**config.mk**
```make
export PLATFORM = sky130hd
export DESIGN_NAME = id_ex_stage
export DESIGN_NICKNAME = d
export VERILOG_FILES = /design/src/rtl/riscv_pkg.sv /design/src/rtl/imm_gen.sv /design/src/rtl/id_ex_stage.sv
export SDC_FILE = /design/constraint.sdc
export NUM_CORES = 1
export LEC_CHECK = 0
export BUFFER_PORTS_ARGS = -buffer_cell sky130_fd_sc_hd__buf_2
export CORE_MARGIN = 8
export CORE_UTILIZATION = 45
export DETAILED_ROUTE_END_ITERATION = 10
export GPL_ROUTABILITY_DRIVEN = 1
export HOLD_SLACK_MARGIN = 0.12
export PLACE_DENSITY = 0.88
export RECOVER_POWER = 25
export SLEW_MARGIN = 20
export SYNTH_ARGS = -nofsm -noshare
export SYNTH_HDL_FRONTEND = slang
export SYNTH_SLANG_ARGS = --single-unit
```
**constraint.sdc**
```tcl
create_clock -name clk -period 2.9 [get_ports clk]
set_input_delay 0.58 -clock clk [delete_from_list [all_inputs] [get_ports clk]]
set_output_delay 0.58 -clock clk [all_outputs]
set_load 0.02 [all_outputs]
```
**src/rtl/riscv_pkg.sv**
```systemverilog
// Shared RV32 decode constants, immediate-format enum and the ID/EX payload struct.
package riscv_pkg;

  localparam logic [6:0] OP_LOAD   = 7'b0000011;
  localparam logic [6:0] OP_IMM    = 7'b0010011;
  localparam logic [6:0] OP_JALR   = 7'b1100111;
  localparam logic [6:0] OP_STORE  = 7'b0100011;
  localparam logic [6:0] OP_BRANCH = 7'b1100011;
  localparam logic [6:0] OP_LUI    = 7'b0110111;
  localparam logic [6:0] OP_AUIPC  = 7'b0010111;
  localparam logic [6:0] OP_JAL    = 7'b1101111;
  localparam logic [6:0] OP_REG    = 7'b0110011;

  typedef enum logic [2:0] {IMM_I, IMM_S, IMM_B, IMM_U, IMM_J, IMM_NONE} imm_type_t;

  typedef struct packed {
    logic [31:0] pc;
    logic [31:0] rs1_data;
    logic [31:0] rs2_data;
    logic [31:0] imm;
    logic [4:0]  rs1;
    logic [4:0]  rs2;
    logic [4:0]  rd;
    logic [6:0]  opcode;
    logic [2:0]  funct3;
    logic        funct7b5;
  } ex_pkt_t;

  function automatic imm_type_t imm_type(input logic [6:0] op);
    case (op)
      OP_LOAD, OP_IMM, OP_JALR: return IMM_I;
      OP_STORE:                 return IMM_S;
      OP_BRANCH:                return IMM_B;
      OP_LUI, OP_AUIPC:         return IMM_U;
      OP_JAL:                   return IMM_J;
      default:                  return IMM_NONE;
    endcase
  endfunction

endpackage

```
**src/rtl/imm_gen.sv**
```systemverilog
// Combinational sign-extended immediate generator for RV32I formats.
module imm_gen
  import riscv_pkg::*;
(
  input  logic [31:0] instr,
  output logic [31:0] imm
);

  always_comb begin
    imm = '0;
    case (imm_type(instr[6:0]))
      IMM_I:   imm = {{20{instr[31]}}, instr[31:20]};
      IMM_S:   imm = {{20{instr[31]}}, instr[31:25], instr[11:7]};
      IMM_B:   imm = {{19{instr[31]}}, instr[31], instr[7], instr[30:25], instr[11:8], 1'b0};
      IMM_U:   imm = {instr[31:12], 12'b0};
      IMM_J:   imm = {{11{instr[31]}}, instr[31], instr[19:12], instr[20], instr[30:21], 1'b0};
      default: imm = '0;
    endcase
  end

endmodule

```
**src/rtl/id_ex_stage.sv**
```systemverilog
// ID/EX pipeline register with load-use interlock, flush and optional
// writeback bypass of register-file read data (macro ID_WB_BYPASS_EN).
module id_ex_stage
  import riscv_pkg::*;
(
  input  logic        clk,
  input  logic        rst_n,
  input  logic        valid_d,
  input  logic [31:0] instr_d,
  input  logic [31:0] pc_d,
  output logic        ready_d,
  output logic [4:0]  a1,
  output logic [4:0]  a2,
  input  logic [31:0] rd1,
  input  logic [31:0] rd2,
  input  logic        wb_we,
  input  logic [4:0]  wb_rd,
  input  logic [31:0] wb_data,
  input  logic        ready_e,
  input  logic        flush_e,
  output logic        valid_e,
  output logic [31:0] pc_e,
  output logic [31:0] rs1_data_e,
  output logic [31:0] rs2_data_e,
  output logic [31:0] imm_e,
  output logic [4:0]  rs1_e,
  output logic [4:0]  rs2_e,
  output logic [4:0]  rd_e,
  output logic [6:0]  opcode_e,
  output logic [2:0]  funct3_e,
  output logic        funct7b5_e
);

  ex_pkt_t     pkt_q, pkt_d;
  logic        vld_q;
  logic [31:0] imm;
  logic [31:0] src1, src2;
  logic        load_use, adv;

  imm_gen u_imm_gen (.instr(instr_d), .imm(imm));

  assign a1 = instr_d[19:15];
  assign a2 = instr_d[24:20];

`ifdef ID_WB_BYPASS_EN
  // Same-cycle writeback would otherwise be missed by the register-file read.
  assign src1 = (wb_we && wb_rd != 5'd0 && wb_rd == a1) ? wb_data : rd1;
  assign src2 = (wb_we && wb_rd != 5'd0 && wb_rd == a2) ? wb_data : rd2;
`else
  logic unused_wb;
  assign unused_wb = ^{wb_we, wb_rd, wb_data};
  assign src1 = rd1;
  assign src2 = rd2;
`endif

  // Format-agnostic match: a spurious stall is cheaper than decoding rs usage.
  assign load_use = vld_q && pkt_q.opcode == OP_LOAD && pkt_q.rd != 5'd0 &&
                    valid_d && (pkt_q.rd == a1 || pkt_q.rd == a2);
  assign adv      = !vld_q || ready_e;
  assign ready_d  = flush_e || (adv && !load_use);

  always_comb begin
    pkt_d          = '0;
    pkt_d.pc       = pc_d;
    pkt_d.rs1_data = (a1 == 5'd0) ? 32'd0 : src1;
    pkt_d.rs2_data = (a2 == 5'd0) ? 32'd0 : src2;
    pkt_d.imm      = imm;
    pkt_d.rs1      = instr_d[19:15];
    pkt_d.rs2      = instr_d[24:20];
    pkt_d.rd       = instr_d[11:7];
    pkt_d.opcode   = instr_d[6:0];
    pkt_d.funct3   = instr_d[14:12];
    pkt_d.funct7b5 = instr_d[30];
  end

  always_ff @(posedge clk or negedge rst_n) begin
    if (!rst_n) begin
      vld_q <= 1'b0;
      pkt_q <= '0;
    end else if (flush_e) begin
      vld_q <= 1'b0;
    end else if (load_use && ready_e) begin
      vld_q <= 1'b0;
    end else if (adv) begin
      vld_q <= valid_d;
      pkt_q <= pkt_d;
    end
  end

  assign valid_e    = vld_q;
  assign pc_e       = pkt_q.pc;
  assign rs1_data_e = pkt_q.rs1_data;
  assign rs2_data_e = pkt_q.rs2_data;
  assign imm_e      = pkt_q.imm;
  assign rs1_e      = pkt_q.rs1;
  assign rs2_e      = pkt_q.rs2;
  assign rd_e       = pkt_q.rd;
  assign opcode_e   = pkt_q.opcode;
  assign funct3_e   = pkt_q.funct3;
  assign funct7b5_e = pkt_q.funct7b5;

endmodule

```
=== Yosys cells after proc, flatten, opt, wreduce, memory -nomap -nowiden ===
Cells that the tools add are included.

* Logic and storage cells: 54
* Input bits: 171
* Flip-flop bits (word level): 155
* Output and inout bits: 166

* Bitwise logic cells: 2
* Reduce and logical (&&, ||, !) cells: 19
* Multiplexer cells: 7
* Eq/ne operators: 15

{| class="wikitable"
|+ Operators with widths
! cell !! number
|-
| 32-bit case mux with 5 select lines || 1
|-
| 32-bit two-way mux || 2
|-
| 7-bit equality test (second input constant) || 3
|-
| 3-bit case mux with 5 select lines || 1
|-
| 7-bit by 2-bit equality test with 1-bit output (second input constant) || 2
|-
| 7-bit by 5-bit equality test with 1-bit output (second input constant) || 2
|-
| 7-bit by 6-bit equality test with 1-bit output (second input constant) || 2
|-
| 5-bit equality test || 2
|-
| 5-bit logical NOT || 2
|-
| 3-bit by 2-bit equality test with 1-bit output (second input constant) || 2
|-
| 1-bit logical AND || 6
|-
| 5-bit nonzero test || 1
|-
| 3-bit by 1-bit equality test with 1-bit output (second input constant) || 1
|-
| 3-bit equality test (second input constant) || 1
|-
| 3-bit logical NOT || 1
|-
| 1-bit logical OR || 3
|-
| 1-bit two-way mux || 3
|-
| 3-bit AND reduction || 1
|-
| 3-bit nonzero test || 1
|-
| 3-bit OR reduction || 1
|-
| 1-bit logical NOT || 2
|-
| 1-bit inverter || 2
|-
| 2-bit OR reduction || 1
|}

=== Longest topological paths before layout ===
* Depth after elaboration: 8
* Mapped depth: 7
* Depth with buffers taken out: 5

=== By module ===
A second synthesis with hierarchy kept.

* Cells, all modules: 466
* Area total of the unflattened synthesis: 6480.0 µm²

{| class="wikitable"
|+ Modules (own cells, without submodules)
! module !! cells an instance !! seq. area each (µm²) !! area an instance (µm²) !! instances
|-
| id_ex_stage || 380 || 3878.7 || 5930.7 || 1
|-
| imm_gen || 86 || 0.0 || 549.3 || 1
|}

=== Least setup slack after synthesis ===
OpenSTA, ideal clock, no wires.

* Path kind: register to register
* Start point: register pkt_q (netlist bit opcode_e[2])
* End point: register pkt_q (netlist bit opcode_e[4])
* Data required time: 2775 ps
* Stages on the path, launching flop included: 7
* Path slack: 613 ps
* Library setup time: 125 ps
* Path buffers: 1
* Arrival time: 2162 ps
* Clock period less this slack: 2287 ps
* Path through: dfrtp_1 > or4_1 > nor3_2 > o21ai_1 > o31ai_4 > buf_2 > mux2_2

* Longest elaborated chain between the ends: 8

{| class="wikitable"
|+ Ends and longest elaborated chain
! item !! line !! text
|-
| start: declaration || id_ex_stage.sv:34 || <nowiki>ex_pkt_t pkt_q, pkt_d;</nowiki>
|-
| start signal: assignment || id_ex_stage.sv:86 || <nowiki>pkt_q <= pkt_d;</nowiki>
|-
| 7-bit by 2-bit equality test with 1-bit output || id_ex_stage.sv:57 || <nowiki>assign load_use = vld_q && pkt_q.opcode == OP_LOAD && pkt_q.rd != 5'd0 &&</nowiki>
|-
| 1-bit logical AND (3 in series) || id_ex_stage.sv:57 ||
|-
| 1-bit logical AND || id_ex_stage.sv:58 || <nowiki>valid_d && (pkt_q.rd == a1 || pkt_q.rd == a2);</nowiki>
|-
| 1-bit logical AND || id_ex_stage.sv:82 || <nowiki>end else if (load_use && ready_e) begin</nowiki>
|-
| 1-bit inverter (no line) || - ||
|-
| 3-bit AND reduction (no line) || - ||
|}

Every way passes these cells.
A chain may end at the register's enable or synchronous reset.

=== Worst setup path after layout ===
* Start point: register pkt_q (netlist bit opcode_e[2])
* End point: output ready_d

* Longest elaborated chain between the ends: 8

{| class="wikitable"
|+ Ends and longest elaborated chain
! item !! line !! text
|-
| 7-bit by 2-bit equality test with 1-bit output || id_ex_stage.sv:57 ||
|-
| 1-bit logical AND (3 in series) || id_ex_stage.sv:57 ||
|-
| 1-bit logical AND || id_ex_stage.sv:58 ||
|-
| 1-bit logical NOT || id_ex_stage.sv:60 || <nowiki>assign ready_d = flush_e || (adv && !load_use);</nowiki>
|-
| 1-bit logical AND || id_ex_stage.sv:60 ||
|-
| 1-bit logical OR || id_ex_stage.sv:60 ||
|-
| end: declaration || id_ex_stage.sv:11 || <nowiki>output logic ready_d,</nowiki>
|}

Every way passes these cells.

==> run_results.csv <==
group,metric,value,unit
outcome,status,"finished, violations left",
outcome,violations,"capacitance limit, slew limit",
timing,finalHoldViolCount,0,
layout,fin_nets,927,
timing,skew,10.5,ps
logic_synthesis,ys_types,46,
route,drt_iter0_drc,292,
floorplan,start_util,0.458,
floorplan,rows,43,
logic_synthesis,netlist_area,0.00631,mm^2
placed_design,io_buffers,298,
timing,layout_min_cycle_time,2760,ps
placed_design,placed_area,0.00798,mm^2
floorplan,design.die.area,0.0181,mm^2
route,drt-wirelength-per-cell,20.0,um
route,drc,0,
logic_synthesis,ys_seq_elements,155,
setup_path,crit_path_end_kind,"output pin",
clocking,holdBufCountCts,0,
layout,final_core_util,0.625,
placed_design,dpl.hpwl,14.3,mm
logic_synthesis,yosys_warnings,0,
layout,mostFrequentLayoutCells,"297 x buf_2, 155 x dfrtp_1, 68 x a22o_1",
timing,fmaxAchievable,363,MHz
min_path,hold_end,"valid_e",
logic_synthesis,ys_seq_area_frac,0.615,
setup_path,crit_type,"flop to output pin",
min_path,worstHoldPathCells,2,
min_path,min-delay-start,"flush_e",
setup_path,required,2320,ps
clocking,cts_tree,"done",
clocking,cts-root-buf,"clkbuf_16",
layout,multi_input_area,0.00219,mm^2
timing,worstMarginPinSlew,1750,ps
timing,setup_viol,0,
timing,fin_crit_sh,0.950,
layout,drive_gt1_frac,0.523,
logic_synthesis,avgSynthCellArea,13.6,um^2
route,vias_per_cell,5.25,
timing,slew_violations,67,
placed_design,dp_cells,917,
global_route,grt_pass1_vias,5346,
route,drt_wl_total,19.0,mm
global_route,antenna_found_initial,1,
global_route,track_usage,0.211,
route,postRouteAntennaNets,0,
global_route,grt_max_degree,69,
logic_synthesis,async_flop_share,1.00,
layout,design_area,0.00861,mm^2
timing,setup_ws,144,ps
setup_path,critPathMaxFanout,3,
setup_path,reg2reg_to,"pc_e[5]",
placed_design,place_ws,387,ps
global_route,grt_pass1_wl,29.6,mm
floorplan,fp.dieW,134,um
setup_path,r2r-start,"rd_e[1]",
clocking,cts-resized-gates,0,
placed_design,gp_congestion,0.856,
floorplan,die_h,134,um
layout,syn2layout_area_growth,36.5,%
route,dr.pass1.iters,4,
timing,relSlewSlack,-0.164,
floorplan,io_pins,337,
setup_path,worst-path-buf-inv,1,
clocking,cts_setup_buffers,0,
setup_path,slowest_delay,540,ps
logic_synthesis,synth_edf_count,0,
clocking,clock_sinks,155,
setup_path,cp_top_family,"simple AND/OR/NAND/NOR gates",
floorplan,core_area,0.0138,mm^2
layout,final_common_cell,"buf_2",
clocking,cts_max_level,4,
clocking,clock_path_buffers,2,
clocking,cts_made_buffers,17,
clocking,clock_latency,420,ps
layout,final_cells,950,
setup_path,reg2regPathDepth,5,
global_route,grt.overflow.total,0,
setup_path,worstPathCellList,"or4_1, nor3_2, o21ai_1, o21ai_0, nand2b_1, buf_2",
run,cap_violations,1,
pwr,irDropWorstVdd,0.388,mV
route,vias,4987,
pwr,p_leak,4.29,nW
setup_path,cp.arrival,2180,ps
setup_path,cpMaxStageDelayCell,"or4_1",
setup_path,start_kind,"flop",
logic_synthesis,synth_nets,635,
logic_synthesis,synthCells,464,
layout,fillers,1104,
clocking,clk_pin_slew_worst_paths,60,ps
min_path,hold_class,"input pin to flop",
layout,register_area,0.00388,mm^2
logic_synthesis,synthFlopType,"dfrtp_1",
timing,hold_slack,360,ps
pwr,p_per_area,710,mW/mm^2
setup_path,r2r_slack,440,ps
-- cell type report --
class / count / area share
antenna: 1 / 0.000291
multi-input combinational: 260 / 0.255
clock buffer: 19 / 0.0515
inverter: 13 / 0.00567
sequential: 155 / 0.451
tap: 180 / 0.0262
timing repair buffer: 309 / 0.189
clock inverter: 13 / 0.0221
-- flip-flops by register name (all words and copies together), names as in the netlist --
name	count
rs1_e	5
funct7b5_e	1
opcode_e	7
rs1_data_e	32
imm_e	32
rs2_e	5
funct3_e	3
pc_e	32
rs2_data_e	32
valid_e	1
rd_e	5
-- synthesized netlist by cell type (9+ instances only) --
cell,count,area share
a22o_1,68,0.094
clkbuf_1,10,0.0060
xnor2_1,10,0.014
inv_1,13,0.0077
mux2i_1,9,0.014
dfrtp_1,155,0.62
mux2_2,55,0.098
buf_4,15,0.018
nand2_1,31,0.018
buf_2,9,0.0071
a2bb2oi_1,16,0.022
-- metal layers --
metal | vias to the layer above | global-route usage | routed length, um
met2 | 212 | 0.364 | 9740
li1 | 2294 | - | -
met1 | 2461 | 0.234 | 7310
met4 | 0 | 0.0686 | 250
met5 | - | 0 | 0
met3 | 20 | 0.0808 | 1700
-- worst max-delay path by stage --
stage / startpoint / to / depth (start not counted)
final: opcode_e[2] / ready_d / 6
after global routing: opcode_e[2] / ready_d / 6
after CTS: opcode_e[2] / ready_d / 6
after detailed placement: instr_d[19] / pc_e[5] / 7
after global placement: instr_d[19] / imm_e[1] / 7
after floorplan: opcode_e[2] / opcode_e[4] / 6
-- power by group --
group          switching, mW  internal [mW]  leakage [nW]  total [mW]
Clock                  0.879           1.47         0.296        2.35
Combinational          0.730          0.489          2.10        1.22
Sequential             0.138           2.41          1.90        2.54
Total                   1.75           4.36          4.29        6.11
-- through the flow --
stage          power [mW]  TNS [ps]
6_report             6.11         0
2_1_floorplan        3.28         0
3_3_place_gp         3.78         0
5_1_grt              6.38     -25.3
4_1_cts              6.18         0
3_5_place_dp         3.82         0
-- cell families (layout without fill, tap and decap cells) --
family	after synthesis	in the layout	synth area share
multiplexers	72	72	0.127
XOR/XNOR	11	11	0.0153
AO/OA/AOI/OAI	118	118	0.154
flip-flops	155	155	0.615
AND/OR/NAND/NOR	59	59	0.0462
buffers and inverters	49	354	0.0423
other	0	1	0
No activity file was read; power rests on OpenSTA's default activity.
